==> config.mk <==
export PLATFORM = sky130hd
export DESIGN_NAME = hs_rr_sched
export DESIGN_NICKNAME = d
export VERILOG_FILES = /design/src/rtl/hs_rr_sched.sv
export SDC_FILE = /design/constraint.sdc
export NUM_CORES = 1
export LEC_CHECK = 0
export CORE_MARGIN = 2
export CORE_UTILIZATION = 25
export CTS_BUF_LIST = sky130_fd_sc_hd__clkbuf_8 sky130_fd_sc_hd__clkbuf_16
export DETAILED_ROUTE_END_ITERATION = 10
export PLACE_DENSITY = 0.54
export SETUP_SLACK_MARGIN = 0.2
export SYNTH_ARGS = -nofsm -noshare
export SYNTH_HDL_FRONTEND = slang
export SYNTH_SLANG_ARGS = --single-unit
==> constraint.sdc <==
create_clock -name clk -period 2.59 [get_ports clk]
set_input_delay 0.518 -clock clk [delete_from_list [all_inputs] [get_ports clk]]
set_output_delay 0.518 -clock clk [all_outputs]
set_load 0.005 [all_outputs]
==> src/rtl/hs_rr_sched.sv <==
// ---------------------------------------------------------------------------
// hs_rr_sched
//
// Purpose:
//   Clocked round-robin scheduler that lets M four-phase (req/ack/data)
//   producer channels share a single four-phase output channel. It is the
//   synchronous counterpart of a mutex/merge arbiter. The producers may be
//   clockless: every r_i bit and the returning a_o can pass through a
//   SYNC-stage synchronizer before the state machine looks at them.
//
//   One transaction walks IDLE -> REQ -> ACK -> RTZ -> IDLE:
//     IDLE : pick the first requesting channel starting at ptr, capture its
//            data into d_o, raise r_o.
//     REQ  : wait for the consumer acknowledge, then acknowledge the
//            producer on a_i[g].
//     ACK  : wait for the producer to drop its request, then drop r_o.
//     RTZ  : wait for the consumer acknowledge to drop, then drop a_i[g]
//            and move ptr just past the channel that was served.
//
// Parameters:
//   N    - data width per channel
//   M    - number of input channels (2..8)
//   SYNC - synchronizer depth on r_i and a_o (0 = raw inputs, 2 or 3)
//
// Ports:
//   clk    in   1      clock, all state changes on its rising edge
//   rst    in   1      asynchronous active-high reset
//   r_i    in   M      per-channel four-phase request
//   a_i    out  M      per-channel acknowledge (registered, one-hot or zero)
//   d_i    in   M*N    channel k data in bits [k*N+N-1 : k*N]
//   r_o    out  1      output request (registered)
//   a_o    in   1      output acknowledge
//   d_o    out  N      output data (registered, held for the transaction)
//   gnt_o  out  W      index of the channel currently granted
//   busy_o out  1      high whenever the state machine is not in IDLE
// ---------------------------------------------------------------------------
module hs_rr_sched #(
  parameter int N    = 1,
  parameter int M    = 4,
  parameter int SYNC = 2,
  localparam int W   = (M > 1) ? $clog2(M) : 1
) (
  input  logic           clk,
  input  logic           rst,
  input  logic [M-1:0]   r_i,
  output logic [M-1:0]   a_i,
  input  logic [M*N-1:0] d_i,
  output logic           r_o,
  input  logic           a_o,
  output logic [N-1:0]   d_o,
  output logic [W-1:0]   gnt_o,
  output logic           busy_o
);

  // State encoding kept as plain constants so the block drops into older
  // flows that do not handle enumerated types.
  localparam logic [1:0] ST_IDLE = 2'd0;
  localparam logic [1:0] ST_REQ  = 2'd1;
  localparam logic [1:0] ST_ACK  = 2'd2;
  localparam logic [1:0] ST_RTZ  = 2'd3;

  // Synchronized views of the asynchronous handshake inputs.
  logic [M-1:0] rs;
  logic         as;

  // -------------------------------------------------------------------------
  // Input synchronizers. With SYNC=0 the inputs are assumed to already be
  // clock-domain clean and feed the state machine directly.
  // -------------------------------------------------------------------------
  generate
    if (SYNC == 0) begin : g_nosync
      assign rs = r_i;
      assign as = a_o;
    end else begin : g_sync
      logic [M-1:0]    r_sync_q [SYNC];
      logic [M-1:0]    r_sync_d [SYNC];
      logic [SYNC-1:0] a_sync_q;
      logic [SYNC-1:0] a_sync_d;

      // Plain shift chains: stage 0 samples the raw input, each later stage
      // copies the one before it.
      always_comb begin
        for (int s = 0; s < SYNC; s++) begin
          r_sync_d[s] = '0;
        end
        a_sync_d = '0;
        r_sync_d[0] = r_i;
        a_sync_d[0] = a_o;
        for (int s = 1; s < SYNC; s++) begin
          r_sync_d[s] = r_sync_q[s-1];
          a_sync_d[s] = a_sync_q[s-1];
        end
      end

      always_ff @(posedge clk or posedge rst) begin
        if (rst) begin
          for (int s = 0; s < SYNC; s++) begin
            r_sync_q[s] <= '0;
          end
          a_sync_q <= '0;
        end else begin
          for (int s = 0; s < SYNC; s++) begin
            r_sync_q[s] <= r_sync_d[s];
          end
          a_sync_q <= a_sync_d;
        end
      end

      assign rs = r_sync_q[SYNC-1];
      assign as = a_sync_q[SYNC-1];
    end
  endgenerate

  // -------------------------------------------------------------------------
  // Unpack the flat data bus into one word per channel.
  // -------------------------------------------------------------------------
  logic [N-1:0] d_arr [M];

  generate
    for (genvar k = 0; k < M; k++) begin : g_unpack
      assign d_arr[k] = d_i[k*N +: N];
    end
  endgenerate

  // -------------------------------------------------------------------------
  // Registered state.
  // -------------------------------------------------------------------------
  logic [1:0]   state_q, state_d;
  logic [W-1:0] ptr_q,   ptr_d;
  logic [W-1:0] gnt_q,   gnt_d;
  logic [N-1:0] d_o_q,   d_o_d;
  logic         r_o_q,   r_o_d;
  logic [M-1:0] a_i_q,   a_i_d;

  // -------------------------------------------------------------------------
  // Round-robin selection: walk the channels starting at ptr and wrapping
  // modulo M; the first synchronized request found wins. The candidate index
  // is computed one bit wider than W so the wrap test works for any M.
  // -------------------------------------------------------------------------
  logic         sel_found;
  logic [W-1:0] sel_idx;
  logic [W:0]   cand;

  always_comb begin
    sel_found = 1'b0;
    sel_idx   = '0;
    cand      = '0;
    for (int j = 0; j < M; j++) begin
      cand = {1'b0, ptr_q} + (W+1)'(j);
      if (cand >= (W+1)'(M)) begin
        cand = cand - (W+1)'(M);
      end
      if (!sel_found && rs[cand[W-1:0]]) begin
        sel_found = 1'b1;
        sel_idx   = cand[W-1:0];
      end
    end
  end

  // Helpers derived from the latched grant: its one-hot acknowledge and the
  // index just past it, which becomes the next scan start.
  logic [M-1:0] gnt_onehot;
  logic [W-1:0] gnt_next;

  always_comb begin
    gnt_onehot = {{(M-1){1'b0}}, 1'b1} << gnt_q;
    gnt_next   = (gnt_q == W'(M-1)) ? '0 : gnt_q + 1'b1;
  end

  // -------------------------------------------------------------------------
  // Handshake sequencer. Every transition waits only on synchronized inputs,
  // so each response lands SYNC+1 edges after the raw input moved. The data
  // word is captured only when leaving IDLE; d_i may change freely after
  // that. A producer that drops its request early while we sit in REQ is
  // simply noticed later in ACK.
  // -------------------------------------------------------------------------
  always_comb begin
    state_d = state_q;
    ptr_d   = ptr_q;
    gnt_d   = gnt_q;
    d_o_d   = d_o_q;
    r_o_d   = r_o_q;
    a_i_d   = a_i_q;
    case (state_q)
      ST_IDLE: begin
        if (sel_found) begin
          gnt_d   = sel_idx;
          d_o_d   = d_arr[sel_idx];
          r_o_d   = 1'b1;
          state_d = ST_REQ;
        end
      end
      ST_REQ: begin
        if (as) begin
          a_i_d   = gnt_onehot;
          state_d = ST_ACK;
        end
      end
      ST_ACK: begin
        if (!rs[gnt_q]) begin
          r_o_d   = 1'b0;
          state_d = ST_RTZ;
        end
      end
      ST_RTZ: begin
        if (!as) begin
          a_i_d   = '0;
          ptr_d   = gnt_next;
          state_d = ST_IDLE;
        end
      end
      default: begin
        state_d = ST_IDLE;
      end
    endcase
  end

  // Reset clears every output immediately, including mid-transaction; the
  // producers and the consumer are expected to be reset alongside.
  always_ff @(posedge clk or posedge rst) begin
    if (rst) begin
      state_q <= ST_IDLE;
      ptr_q   <= '0;
      gnt_q   <= '0;
      d_o_q   <= '0;
      r_o_q   <= 1'b0;
      a_i_q   <= '0;
    end else begin
      state_q <= state_d;
      ptr_q   <= ptr_d;
      gnt_q   <= gnt_d;
      d_o_q   <= d_o_d;
      r_o_q   <= r_o_d;
      a_i_q   <= a_i_d;
    end
  end

  assign a_i    = a_i_q;
  assign r_o    = r_o_q;
  assign d_o    = d_o_q;
  assign gnt_o  = gnt_q;
  assign busy_o = (state_q != ST_IDLE);

endmodule

==> results.ini, run 1 <==
[placement]
place_area_sq_mm = 0.00136
portBuffers = 19
hpwl_mm = 1.54
place.gp.congestion = 0.757

[clock_network]
tritoncts = done
postCtsSetupRepairBufs = 0
clk_pin_slew_ns = 0.08
cts_root_buffer = clkbuf_8
numCtsBuffers = 3
cts_hold_buf = 0
cts-resized-gates = 0
htree_num_levels = 1
clock_latency_ns = 0.27
clock_path_buffers = 2
cts.sinks = 22

[power_and_ir_drop]
p_int_uw = 902
peakVddDrop_mv = 0.250
powerDensity_mw_per_mm2 = 1010
pwr-share-clk = 0.178
leakagePower_nw = 0.602
swShare = 0.371
p_sw_uw = 531
p_seq_frac = 0.374
combPwrFrac = 0.448

[worst_setup_path]
cpMaxStageDelayCell = clkdlybuf4s50_1
crit_path_max_fanout = 4
setup.worst_path.class = reg2out
crit_path_end_kind = output pin
critPathBufInv = 3
r2r_slack_ns = 0.99
crit_top_cell = inv_1
cp_top_family = buffers and inverters
path_cells = inv_1 > ha_1 > inv_1 > clkdlybuf4s50_1
worstPathArrival_ns = 1.63
crit_path_start_kind = flop
slowest_delay_ns = 0.51
cp.required_ns = 2.07

[grt]
grt_util_met1 = 0.105
use_met3 = 0.0199
grt_start_max_net_pins = 23
grt_pass1_vias = 766
antenna_found_initial = 0
grt-ovfl-total = 0
gr-usage-met2 = 0.145
grt.total_usage = 0.0876
grt_pass1_wl_mm = 3.42
gr-max-usage-layer = met2

[layout]
final_cell_mix = 22 x dfrtp_1, 19 x clkdlybuf4s50_1, 10 x inv_1
antennaDiodeCount = 0
syn2layout_area_growth_pct = 27.6
fillers = 437
drive_above_1_share = 0.140
final_common_cell = dfrtp_1
final_cell_area_sq_mm = 0.00142
nets = 142

[route]
routed_wl_mm = 2.02
drt-pass1-iter-count = 4
ant_nets = 0
initialDrtViolationCount = 32
drc = 0
vias_per_cell = 4.66
vias = 807
wl_per_cell_um = 11.7

[timing]
fin_setup_tns_ns = 0
fin_crit_sh = 0.830
hold_viol = 0
slew_headroom = 0.677
setup_viol = 0
final_max_slew_viol_count = 0
worst_pin_slew_ns = 0.484
fin_crit_ns = 2.15
fmax_mhz = 465
rsz0062_at_grt = no
fin_skew_ns = 0.00260
whs_ns = 0.353

[outcome]
status = finished clean

[job]
max_cap_viol_count = 0

[die]
die_y_um = 70.7
coreArea_sq_mm = 0.00432
die_w_um = 70.7
start_util = 0.257
ioPinCount = 20
rows = 24
die-area_sq_mm = 0.00499

[synthesis]
syn_avg_cell_area_sq_um = 11.1
synth_edf_count = 0
netlist_area_sq_mm = 0.00111
ys.flop_type = dfrtp_1
async_flop_share = 1.00
ys_ff_latch = 22
ys.warnings.count = 0
synth_cell_type_count = 30
synth_top_area_share = 0.495
synthCells = 100
yosysSeqAreaShare = 0.495
yosys.area.top_type = dfrtp_1
synth_fp_nets = 120
yosys-top-cells-area = dfrtp_1 50%, ha_1 10%, inv_1 3.4%, o21ai_0 3.2%, nor3_1 2.7%

[hold_path]
holdCritPathClass = reg2reg

synth_stat cells, types with 2 or more instances:
master	instances
o21ai_0	7
o21ai_2	3
o21ai_1	4
nand2_1	6
inv_1	10
nor2_1	2
nor3_1	6
a21oi_1	5
dfrtp_1	22
ha_1	9
mux2i_1	2
clkbuf_1	3
a211oi_1	4
power by group through the flow:
| stage | sequential, mW | clock [mW] | combinational (mW) |
|---|---|---|---|
| 6_report | 0.536 | 0.255 | 0.643 |
| 5_1_grt | 0.555 | 0.270 | 0.727 |
| 4_1_cts | 0.539 | 0.262 | 0.648 |
| 3_5_place_dp | 0.547 | 0 | 0.644 |
| 3_3_place_gp | 0.538 | 0 | 0.622 |
| 2_1_floorplan | 0.526 | 0 | 0.418 |
area by class of cell:
cell class              instances  area [sq um]  share of cell area
multi-input cells              65           512               0.361
repair buffers                 20           198               0.139
inverters                      10          37.5              0.0265
clock buffers                   4          55.1              0.0388
flip-flops and latches         22           551               0.388
well taps                      52          65.1              0.0459
cell families after synthesis:
logic type                 count (synthesis)  share of synthesized area
DFF                                       22                      0.495
AOI/OAI and AO/OA                         31                      0.200
buffers and inverters                     13                     0.0439
adders and majority gates                  9                      0.101
and+or+nand+nor                           21                      0.110
muxes                                      4                     0.0484
per-layer routing:
| metal | share of wire | wire length, um |
|---|---|---|
| met5 | 0 | 0 |
| met4 | 0.025 | 51 |
| met3 | 0.043 | 86 |
| met2 | 0.51 | 1040 |
| met1 | 0.42 | 842 |
sequential cells by signal, summed over array words and instances, names as in the netlist, 2 cells and up:
register and cells:
a_i 4, g_sync.r_sync_d 4, rs 4, g_sync.a_sync_q 2, gnt_o 2, ptr_q 2, state_q 2
metrics by stage:
| stage | setup WS (ns) | total power, mW | util | std cells |
|---|---|---|---|---|
| 6_report | 0.440 | 1.43 | 0.328 | 173 |
| 5_1_grt | 0.354 | 1.55 | 0.328 | 173 |
| 4_1_cts | 0.427 | 1.45 | 0.328 | 173 |
| 3_5_place_dp | 0.736 | 1.19 | 0.315 | 169 |
| 3_3_place_gp | 0.774 | 1.16 | 0.315 | 169 |
| 2_1_floorplan | 1.18 | 0.944 | - | 100 |
path summary, 6_finish.rpt:
check | startpoint | to | cells after the start
min reg2reg | g_sync.a_sync_q[0] | g_sync.a_sync_q[1] | 0
min | g_sync.a_sync_q[0] | g_sync.a_sync_q[1] | 0
min in group asynchronous | rst | g_sync.r_sync_d[1] | 3
max reg2reg | gnt_o[0] | state_q[1] | 4
max | state_q[0] | busy_o | 4
max in group asynchronous | rst | a_i[2] | 3
Note: power is estimated with default switching activity, not from simulation.
==> inputs of run 2 (changes only) <==
==> constraint.sdc (replaced) <==
create_clock -name clk -period 2.1 [get_ports clk]
set_input_delay 0.42 -clock clk [delete_from_list [all_inputs] [get_ports clk]]
set_output_delay 0.42 -clock clk [all_outputs]
set_load 0.005 [all_outputs]
==> run 2 against run 1 <==
Net effect: sequential cell count unchanged; first-iteration DRC count is 31% lower; non-clock buffer count rose by 2; sequential share of layout area fell by 0.44 points; combinational power up 31%; clock-buffer cell count is 1 lower; hold slack worse by 0.0052 ns; via count decreased by 1.7%; critical path depth is 3 lower.
==> results.ini, run 2 (synthesis gave the netlist of run 1 again) <==
[worst_setup_path]
crit_path_max_fanout = 7  ; +3
reg2reg_depth = 7  ; +3
crit_path_end_kind = output pin
cp_top_family = buffers and inverters
setup.worst_path.class = reg2out
cpMaxStageDelayCell = clkdlybuf4s50_1
path_cells = clkdlybuf4s50_1
worstPathArrival_ns = 1.29  ; -0.34 ns
cp.depth = 1  ; -3
critPathBufInv = 1  ; -2
slowest_delay_ns = 0.55  ; +0.04 ns
crit_path_start_kind = flop
cp.required_ns = 1.68  ; -0.39 ns

[layout]
antennaDiodeCount = 0  ; unchanged
final_cell_mix = 22 x dfrtp_1, 18 x clkdlybuf4s50_1, 8 x ha_1
fillers = 447  ; +2.3%
syn2layout_area_growth_pct = 29.1
final_common_cell = dfrtp_1
nets = 144  ; +1.4%
drive_above_1_share = 0.180  ; +0.0398
final_util = 0.332  ; +0.00376

[clock_network]
cts.sinks = 22  ; unchanged
clock_path_buffers = 2  ; unchanged
clock_latency_ns = 0.25  ; -0.02 ns
numCtsBuffers = 3  ; unchanged
tritoncts = done
cts_root_buffer = clkbuf_8
htree_num_levels = 1  ; unchanged
clk_pin_slew_ns = 0.07  ; about the same
cts_hold_buf = 0  ; unchanged

[die]
coreArea_sq_mm = 0.00432  ; unchanged
die-area_sq_mm = 0.00499  ; unchanged
die_y_um = 70.7  ; unchanged
start_util = 0.257  ; unchanged
rows = 24  ; unchanged
ioPinCount = 20  ; unchanged
die_w_um = 70.7  ; unchanged

[timing]
setup_viol = 0  ; unchanged
fin_skew_ns = 0.00158  ; -0.00102 ns
fin_crit_sh = 0.814
final_max_slew_viol_count = 0  ; unchanged
fmax_mhz = 585
fin_crit_ns = 1.71
fin_setup_tns_ns = 0  ; unchanged
worst_pin_slew_ns = 0.499  ; +0.0144 ns
slew_headroom = 0.667  ; -0.00960
rsz0062_at_grt = no
hold_viol = 0  ; unchanged

[job]
max_cap_viol_count = 0  ; unchanged

[route]
vias = 793  ; -1.7%
routed_wl_mm = 1.95  ; -3.7%
ant_nets = 0  ; unchanged
drt-pass1-iter-count = 4  ; unchanged
wl_per_cell_um = 11.2  ; -4.3%
vias_per_cell = 4.56  ; -2.3%
drc = 0  ; unchanged
initialDrtViolationCount = 22  ; -31%

[outcome]
status = finished clean

[power_and_ir_drop]
leakagePower_nw = 0.609  ; +1.1%
peakVddDrop_mv = 0.461  ; +84%
powerDensity_mw_per_mm2 = 1220  ; +21%

[grt]
grt_start_max_net_pins = 23  ; unchanged
grt_pass1_vias = 748  ; -2.3%
grt.total_usage = 0.0835  ; -0.00411
grt-ovfl-total = 0  ; unchanged
grt_pass1_wl_mm = 3.39  ; -0.82%
antenna_found_initial = 0  ; unchanged

[placement]
portBuffers = 19  ; unchanged
place.gp.congestion = 0.745  ; -1.6%
hpwl_mm = 1.56  ; +1.2%

[hold_path]
holdCritPathClass = reg2reg
holdPathStages = 0  ; unchanged

run 2: worst paths after layout:
check | startpoint | to | slack (ns)
min in group asynchronous | rst | g_sync.a_sync_q[0] | 0.49
worst min-delay path | g_sync.r_sync_d[1] | rs[1] | 0.35
worst max register to register | state_q[0] | state_q[0] | 0.49
worst max-delay path | gnt_o[0] | gnt_o[0] | 0.39
max in group asynchronous | rst | gnt_o[0] | 1.39
worst min register to register | g_sync.r_sync_d[1] | rs[1] | 0.35
run 2: repair_timing:
item | in CTS | in global routing
gates resized for setup | 5 | 1
setup buffers | 2 | 0
setup endpoints to repair | 1 | 1
endpoints found under the hold margin | 0 | 0
pin swaps | 0 | 0
run 2: through the flow:
stage / std cells / worst slack [ns] / area, sq um / power (mW) / hold slack, ns
CTS: 174 / 0.217 / 1430 / 1.79 / 0.351
floorplan: 100 / 0.686 / 1110 / 1.16 / 0.331
finish: 174 / 0.390 / 1430 / 1.75 / 0.348
detailed placement: 169 / 0.313 / 1360 / 1.46 / 0.336
global route: 174 / 0.309 / 1430 / 1.92 / 0.359
global placement: 169 / 0.382 / 1360 / 1.43 / 0.334
run 2: where the power goes:
group / internal, mW / switching (mW)
Clock: 0.127 / 0.122
Combinational: 0.440 / 0.404
Sequential: 0.544 / 0.114
Total: 1.11 / 0.640
run 2: metal layers:
metal  up-vias  track usage  wire (um)
li1        400            -          -
met1       382        0.100        850
met2         9        0.147       1020
met3         2       0.0185         57
met4         0       0.0314         15
met5         -            0          0
run 2: layout make-up:
| type | count | area, sq um | area share |
|---|---|---|---|
| clock buffers | 3 | 41.3 | 0.0288 |
| inverters | 10 | 37.5 | 0.0262 |
| multi-input cells | 65 | 524 | 0.366 |
| flip-flops and latches | 22 | 551 | 0.384 |
| well taps | 52 | 65.1 | 0.0454 |
| repair buffers | 22 | 215 | 0.150 |
